### config.mk
export PLATFORM = sky130hd
export DESIGN_NAME = ball_loop_prog_flat
export DESIGN_NICKNAME = d
export VERILOG_FILES = /design/src/rtl/ball_loop_prog_if.sv /design/src/rtl/ball_loop_prog.sv /design/src/flat_wrapper.sv
export SDC_FILE = /design/constraint.sdc
export NUM_CORES = 1
export LEC_CHECK = 0
export BUFFER_PORTS_ARGS = -buffer_cell sky130_fd_sc_hd__buf_2
export CAP_MARGIN = 20
export CORE_MARGIN = 2
export CORE_UTILIZATION = 50
export DETAILED_ROUTE_END_ITERATION = 16
export PLACE_DENSITY_LB_ADDON = 0.25
export REMOVE_ABC_BUFFERS = 1
export SYNTH_ARGS = -nofsm -noshare
export SYNTH_HDL_FRONTEND = slang
export SYNTH_SLANG_ARGS = --single-unit
### constraint.sdc
create_clock -name clk -period 4.5 [get_ports clk]
set_input_delay 1.35 -clock clk [delete_from_list [all_inputs] [get_ports clk]]
set_output_delay 1.35 -clock clk [all_outputs]
set_load 0.01 [all_outputs]
### src/rtl/ball_loop_prog_if.sv
// Launch/operand/status bundle for ball_loop_prog. The master drives start and the
// operands; the slave (the program circuit) drives location and status.
interface ball_loop_prog_if #(
  parameter int W  = 8,
  parameter int CW = 3
);
  logic          start;
  logic [W-1:0]  x_in;
  logic [W-1:0]  y_in;
  logic [W-1:0]  b_in;
  logic [8:0]    loc;
  logic          busy;
  logic          done;
  logic          err;
  logic          prop;
  logic [CW-1:0] iter;
  logic [W-1:0]  z_out;

  modport master (
    output start, x_in, y_in, b_in,
    input  loc, busy, done, err, prop, iter, z_out
  );

  modport slave (
    input  start, x_in, y_in, b_in,
    output loc, busy, done, err, prop, iter, z_out
  );
endinterface

### src/rtl/ball_loop_prog.sv
// One-hot location machine running a bounded while-loop over W-bit operands; err marks
// a reachable safety violation (only possible when BUG_MODE selects the weak check).
module ball_loop_prog #(
  parameter int W        = 8,
  parameter int MAX_ITER = 4,
  parameter int STEP     = 1,
  parameter int BUG_MODE = 0
) (
  input  logic            clk,
  input  logic            rst,
  ball_loop_prog_if.slave io_bus
);
  localparam int            CW     = $clog2(MAX_ITER + 1);
  localparam logic [W-1:0]  STEP_W = W'(STEP);
  localparam logic [CW-1:0] MAX_W  = CW'(MAX_ITER);

  typedef enum logic [8:0] {
    S_IDLE   = 9'h001,
    S_CMP_XY = 9'h002,
    S_INIT   = 9'h004,
    S_CMP_AB = 9'h008,
    S_UPD    = 9'h010,
    S_WAIT   = 9'h020,
    S_CHECK  = 9'h040,
    S_DONE   = 9'h080,
    S_ERR    = 9'h100
  } loc_e;

  loc_e          r_loc,  w_loc_nxt;
  logic [W-1:0]  r_x,    w_x_nxt;
  logic [W-1:0]  r_y,    w_y_nxt;
  logic [W-1:0]  r_a,    w_a_nxt;
  logic [W-1:0]  r_b,    w_b_nxt;
  logic [W-1:0]  r_z,    w_z_nxt;
  logic [CW-1:0] r_iter, w_iter_nxt;
  logic          r_t1,   w_t1_nxt;
  logic          r_onehot_ok;
  logic          w_check;

  // State register. A corrupted (non one-hot) location freezes everything but the
  // health flag, so the fault stays visible instead of wandering through the graph.
  // NOTE: sequential state uses non-blocking assignments so every register samples
  // pre-edge values regardless of statement order.
  always_ff @(posedge clk) begin
    if (rst) begin
      r_loc       <= S_IDLE;
      r_x         <= '0;
      r_y         <= '0;
      r_a         <= '0;
      r_b         <= '0;
      r_z         <= '0;
      r_iter      <= '0;
      r_t1        <= 1'b0;
      r_onehot_ok <= 1'b1;
    end else begin
      r_onehot_ok <= $onehot(r_loc);
      if (r_onehot_ok) begin
        r_loc  <= w_loc_nxt;
        r_x    <= w_x_nxt;
        r_y    <= w_y_nxt;
        r_a    <= w_a_nxt;
        r_b    <= w_b_nxt;
        r_z    <= w_z_nxt;
        r_iter <= w_iter_nxt;
        r_t1   <= w_t1_nxt;
      end
    end
  end

  assign w_check = (BUG_MODE != 0) ? (r_x < r_a) : (r_x < r_z);

  always_comb begin
    // NOTE: every combinational output gets a hold default first, so no path through
    // the case can leave a variable unassigned and infer a latch.
    w_loc_nxt  = r_loc;
    w_x_nxt    = r_x;
    w_y_nxt    = r_y;
    w_a_nxt    = r_a;
    w_b_nxt    = r_b;
    w_z_nxt    = r_z;
    w_iter_nxt = r_iter;
    w_t1_nxt   = r_t1;
    case (r_loc)
      S_IDLE, S_DONE: begin
        if (io_bus.start) begin
          w_loc_nxt = S_CMP_XY;
          w_x_nxt   = io_bus.x_in;
          w_y_nxt   = io_bus.y_in;
          w_b_nxt   = io_bus.b_in;
        end
      end
      S_CMP_XY: w_loc_nxt = (r_x < r_y) ? S_INIT : S_DONE;
      S_INIT: begin
        w_a_nxt    = r_y;
        w_iter_nxt = '0;
        w_t1_nxt   = 1'b0;
        w_loc_nxt  = S_CMP_AB;
      end
      S_CMP_AB: begin
        if (r_a < r_b)  w_loc_nxt = S_UPD;
        else if (r_t1)  w_loc_nxt = S_CHECK;
        else            w_loc_nxt = S_DONE;
      end
      S_UPD: begin
        w_z_nxt    = r_b;
        w_t1_nxt   = 1'b1;
        w_a_nxt    = r_a + STEP_W;
        w_iter_nxt = r_iter + CW'(1);
        w_loc_nxt  = S_WAIT;
      end
      S_WAIT:  w_loc_nxt = (r_iter == MAX_W) ? S_CHECK : S_CMP_AB;
      S_CHECK: w_loc_nxt = w_check ? S_DONE : S_ERR;
      S_ERR:   w_loc_nxt = S_ERR;
      default: w_loc_nxt = r_loc;
    endcase
  end

  always_comb begin
    io_bus.loc   = r_loc;
    io_bus.busy  = !(r_loc inside {S_IDLE, S_DONE, S_ERR});
    io_bus.done  = (r_loc == S_DONE);
    io_bus.err   = (r_loc == S_ERR);
    io_bus.prop  = (r_loc != S_ERR);
    io_bus.iter  = r_iter;
    io_bus.z_out = r_z;
  end
endmodule
### src/flat_wrapper.sv
// flat-port wrapper written by rule: the top's interface ports become plain ports
module ball_loop_prog_flat 
#(
  parameter int W        = 8,
  parameter int MAX_ITER = 4,
  parameter int STEP     = 1,
  parameter int BUG_MODE = 0
)
  (clk, rst, io_bus_start, io_bus_x_in, io_bus_y_in, io_bus_b_in, io_bus_loc, io_bus_busy, io_bus_done, io_bus_err, io_bus_prop, io_bus_iter, io_bus_z_out);
  ball_loop_prog_if #(.W(W)) io_bus_i ();
  input  logic clk;
  input  logic rst;
  input wire logic [$bits(io_bus_i.start)-1:0] io_bus_start;
  input wire logic [$bits(io_bus_i.x_in)-1:0] io_bus_x_in;
  input wire logic [$bits(io_bus_i.y_in)-1:0] io_bus_y_in;
  input wire logic [$bits(io_bus_i.b_in)-1:0] io_bus_b_in;
  output wire logic [$bits(io_bus_i.loc)-1:0] io_bus_loc;
  output wire logic [$bits(io_bus_i.busy)-1:0] io_bus_busy;
  output wire logic [$bits(io_bus_i.done)-1:0] io_bus_done;
  output wire logic [$bits(io_bus_i.err)-1:0] io_bus_err;
  output wire logic [$bits(io_bus_i.prop)-1:0] io_bus_prop;
  output wire logic [$bits(io_bus_i.iter)-1:0] io_bus_iter;
  output wire logic [$bits(io_bus_i.z_out)-1:0] io_bus_z_out;
  assign io_bus_i.start = io_bus_start;
  assign io_bus_i.x_in = io_bus_x_in;
  assign io_bus_i.y_in = io_bus_y_in;
  assign io_bus_i.b_in = io_bus_b_in;
  assign io_bus_loc = io_bus_i.loc;
  assign io_bus_busy = io_bus_i.busy;
  assign io_bus_done = io_bus_i.done;
  assign io_bus_err = io_bus_i.err;
  assign io_bus_prop = io_bus_i.prop;
  assign io_bus_iter = io_bus_i.iter;
  assign io_bus_z_out = io_bus_i.z_out;
  ball_loop_prog #(.W(W), .MAX_ITER(MAX_ITER), .STEP(STEP), .BUG_MODE(BUG_MODE)) u_core (.clk(clk), .rst(rst), .io_bus(io_bus_i));
endmodule
### After elaboration in Yosys (flattened, before gate mapping)

Index checks and enable logic that the tools add are counted.

* bits in registers: 54
* input port bits: 27
* output and inout port bits: 24
* word-level logic and storage cells: 54

* $add $sub $neg: 10
* $lt $le $gt $ge: 3
* eq/ne operators: 13
* muxes and demuxes: 10
* reduce and logical (&&, ||, !) cells: 9

Operators by type and width (count)
* one-hot mux 9 bit (8 select lines): 1
* two-way mux 9 bit: 3
* less-than comparator 8 bit: 3
* two-way mux 8 bit: 2
* one-hot mux 8 bit (2 select lines): 1
* adder 4 bit: 3
* == test 9 x 1 -> 1 bit, second input constant: 1
* == test 9 x 2 -> 1 bit, second input constant: 1
* == test 9 x 3 -> 1 bit, second input constant: 1
* == test 9 x 4 -> 1 bit, second input constant: 1
* == test 9 x 5 -> 1 bit, second input constant: 1
* == test 9 x 6 -> 1 bit, second input constant: 1
* == test 9 x 7 -> 1 bit, second input constant: 1
* == test 9 x 8 -> 1 bit, second input constant: 1
* == test 9 bit, second input constant: 1
* != test 9 bit, second input constant: 1
* adder 1 x 1 -> 2 bit: 4
* adder 8 x 1 -> 8 bit, second input constant: 1
* nonzero test 8 bit: 1
* two-way mux 7 bit: 1
* one-hot mux 3 bit (2 select lines): 1
* AND reduction 3 bit: 2
* adder 4 x 1 -> 4 bit: 1
* == test 4 x 1 -> 1 bit, second input constant: 1
* other kinds (9): 10

### Logic depth before layout (Yosys ltp)

* depth in word-level cells: 5
* depth in mapped cells: 10
* gate-level depth less buffers: 9

### Least setup slack after synthesis

Ideal clock, no wire load.

* path type: register to output
* start: register u_core.r_loc[2] (netlist: u_core.io_bus.loc[2])
* end: output io_bus_busy
* arrival: 1.475 ns
* data required time: 3.150 ns
* slack: 1.675 ns
* cell stages (with the launch flop): 8
* path buffers: 2
* path through: dfxtp_1 > inv_1 > ha_1 > buf_6 > and3_1 > and3_1 > buf_6 > nor2_1

* cells in the longest elaborated chain, start to end: 3

RTL lines
* start, declared: RTL line ball_loop_prog.sv:29 `loc_e r_loc, w_loc_nxt;`
* start signal, assigned: RTL line ball_loop_prog.sv:58 `r_loc <= w_loc_nxt;`
* == test 9 bit
* via io_bus_err: RTL line flat_wrapper.sv:20 `output wire logic [$bits(io_bus_i.err)-1:0] io_bus_err;`
* nonzero test 3 bit: RTL line ball_loop_prog.sv:120 `io_bus.busy = !(r_loc inside {S_IDLE, S_DONE, S_ERR});`
* logical NOT 1 bit: RTL line ball_loop_prog.sv:120
* end, declared: RTL line flat_wrapper.sv:18 `output wire logic [$bits(io_bus_i.busy)-1:0] io_bus_busy;`

The timed path passes the listed nets, and every way through them passes these cells.

### Final worst setup path

* start: register u_core.r_loc[2] (netlist: u_core.io_bus.loc[2])
* end: output io_bus_busy

* cells in the longest elaborated chain, start to end: 3

RTL lines (RTL line)
* == test 9 x 1 -> 1 bit (tied with other cells): ball_loop_prog.sv:120
* nonzero test 3 bit *: ball_loop_prog.sv:120
* logical NOT 1 bit *: ball_loop_prog.sv:120

Mark *: on every way between the ends. The rest lies on a longest branch, timed or not.

==> impl_metrics.env <==
export IMPL_start_util_pct=51.6
export IMPL_synth_area_um2=3260
export IMPL_grt_pass1_vias=2667
export IMPL_syn_inst=403
export IMPL_die_w_um=84.7
export IMPL_synthAdderAreaFrac_pct=18.8
export IMPL_slowest_stage="ha_1"
export IMPL_die_y_um=84.7
export IMPL_setup_violations=0
export IMPL_crit_path_cell_trace="inv_1 -> ha_1 -> and3_1 -> and3_1 -> nor2_1 -> buf_2"
export IMPL_ant_nets=0
export IMPL_synth_mux_area_share_pct=0.922
export IMPL_dp_hpwl_mm=5.24
export IMPL_grt_use_total_pct=20.3
export IMPL_core_area_um2=6310
export IMPL_synth_top_family_by_area="simple AND/OR/NAND/NOR gates"
export IMPL_timing_fmax_mhz=309
export IMPL_synth_compound_area_share_pct=17.6
export IMPL_r2r_cells=9
export IMPL_drv_slew=0
export IMPL_post_cts_resized=0
export IMPL_hold_viol_final=0
export IMPL_pre_cts_slack_ps=1630
export IMPL_synth_distinct_cells=47
export IMPL_crit_top_cell="and3_1"
export IMPL_numCtsBuffers=5
export IMPL_final_cell_mix="nand2_1, dfxtp_1, buf_2"
export IMPL_timing_rr_end="u_core.r_onehot_ok"
export IMPL_routedWlPerCell_um=13.4
export IMPL_power_per_cell_area_nw_per_um2=388
export IMPL_cp_data_required_time_ps=3150
export IMPL_drtIter0Drc=112
export IMPL_antenna_found_initial=0
export IMPL_yosysTopAreaCell="dfxtp_1"
export IMPL_maxCapViolations=0
export IMPL_fillers=617
export IMPL_power_mw=1.40
export IMPL_postCtsHoldBufs=0
export IMPL_critPathMaxFanout=10
export IMPL_area_growth_pct=10.9
export IMPL_yosys_register_bits=54
export IMPL_synth_xor_area_share_pct=0
export IMPL_synth_edf_count=0
export IMPL_utilization_pct=57.2
export IMPL_vdd_ir_drop_max_mv=0.227
export IMPL_yosysWarnings=0
export IMPL_async_reset_ff_share_pct=0
export IMPL_synthSimpleGateAreaFrac_pct=21.4
export IMPL_reg2reg_setup_slack_ps=1720
export IMPL_r2r_start="u_core.io_bus.loc[6]"
export IMPL_holdWs_ps=459
export IMPL_rsz0062_at_grt="no"
export IMPL_via_per_inst=5.37
export IMPL_status="complete, no violations"
export IMPL_tns_ps=0
export IMPL_skew_ps=9.20
export IMPL_drtPass1Iterations=5
export IMPL_synth_ff_type="dfxtp_1"
export IMPL_post_cts_buffers=0
export IMPL_path_clk_slew_ps=100
export IMPL_h_tree_depth=2
export IMPL_instances_no_fill=521
export IMPL_ios=51
export IMPL_tightest_slew_ps=934
export IMPL_drive_gt1_share_pct=16.0
export IMPL_maxSlewHeadroom_pct=37.6
export IMPL_netlist_top_cells_area="dfxtp_1, ha_1, a21oi_1"
export IMPL_dpl_cell_count=513
export IMPL_gr_total_overflow=0
export IMPL_cts_sinks=54
export IMPL_nets=516
export IMPL_cts_root_buf="clkbuf_8"
export IMPL_timing_critical_path_from="u_core.io_bus.loc[2]"
export IMPL_vias=2797
export IMPL_crit_type="flip-flop to primary output"
export IMPL_cts_tree="built"
export IMPL_rows=29
export IMPL_slowest_delay_ps=360
export IMPL_finalCriticalPeriod_ps=3230
export IMPL_crit_path_end_kind="primary output"
export IMPL_synth_top_area_share_pct=33.2
export IMPL_grt_pass1_wl_mm=12.0
export IMPL_arrival_ps=1880
export IMPL_n_antenna_cell=0
export IMPL_gp_congestion=0.861
export IMPL_placed_area_um2=3520
export IMPL_design_area_um2=3610
export IMPL_synth_area_per_cell_um2=8.08
export IMPL_final_common_cell="nand2_1"
export IMPL_worst_slack_ps=1270
export IMPL_cellLeakagePower_nw=1.58
export IMPL_worstHoldPathType="flip-flop to flip-flop"
export IMPL_crit_end="io_bus_busy"
export IMPL_drc=0
export IMPL_clockBufferDepth=2
export IMPL_clk_latency_ps=310
export IMPL_die_area_um2=7170
export IMPL_fin_crit_sh_pct=71.9
export IMPL_portBuffers=50
export IMPL_seq_area_frac_synth_pct=33.2
export IMPL_min_path_cells=2
export IMPL_startpoint_type="flip-flop"
export IMPL_postRouteWirelength_mm=6.99
export IMPL_grt_start_max_net_pins=29
-- where the power goes --
group	internal, mW	switching [mW]	total [mW]
clock network	0.125	0.159	0.284
logic	0.203	0.328	0.532
registers	0.536	0.0517	0.587
-- Yosys cell counts, drive strengths merged, types with 2 or more instances --
cell type,instances
o21ai,16
fa,5
nor2,41
nand2b,4
o2bb2ai,2
nor3b,2
and4,2
nor2b,3
ha,41
nand4b,2
nand4,5
mux2i,3
inv,44
o32ai,2
a211oi,4
nand3b,2
a21oi,47
dfxtp,54
clkbuf,10
o41ai,2
or3,2
a22oi,3
a32oi,3
and3,11
o21a,3
a221oi,4
nand3,7
buf,9
nand2,60
-- cells by family after synthesis --
kind of cell,count (synthesis)
flops,54
simple gates,145
compound gates,92
mux,3
fa+ha+maj,46
buf+inv,63
-- flip-flops by register name (all words and copies together) (netlist names), 3 cells and up --
name	count
u_core.r_x	8
u_core.io_bus.z_out	8
u_core.r_b	8
u_core.io_bus.loc	9
u_core.r_y	8
u_core.io_bus.iter	3
u_core.r_a	8
-- critical path, delay by kind of cell (launching register included) --
| family | cells | cell delay (ps) |
|---|---|---|
| adder cells (fa/ha/maj) | 1 | 360 |
| buffers and inverters | 2 | 260 |
| flip-flops | 1 | 350 |
| AND/OR/NAND/NOR | 3 | 620 |
-- per-layer routing --
metal	global-route usage [%]	share of wire [%]	vias up	wire length, um
li1	-	-	1447	-
met1	27.4	50	1280	3460
met4	5.34	1.5	0	106
met5	0	0	-	0
met3	3.15	3.7	11	256
met2	33.9	45	59	3160
-- final cells by class --
cell class              count  area, um^2  area share [%]
clock buffers               7        86.3            2.39
clock inverters             1        5.00           0.139
inverters                  44         165            4.57
multi-input cells         286        1910            53.0
flip-flops and latches     54        1080            29.9
well taps                  77        96.3            2.67
repair buffers             52         265            7.34
-- worst min-delay path by stage --
stage	from	to	slack, ps
floorplan	u_core.r_b[1]	u_core.r_b[1]	430
global placement	u_core.r_b[6]	u_core.r_b[6]	440
detailed placement	u_core.r_b[3]	u_core.r_b[3]	450
CTS	u_core.r_y[5]	u_core.r_y[5]	460
global route	u_core.r_y[5]	u_core.r_y[5]	480
finish	u_core.r_b[7]	u_core.r_b[7]	460
(Power assumes the default switching activity.)
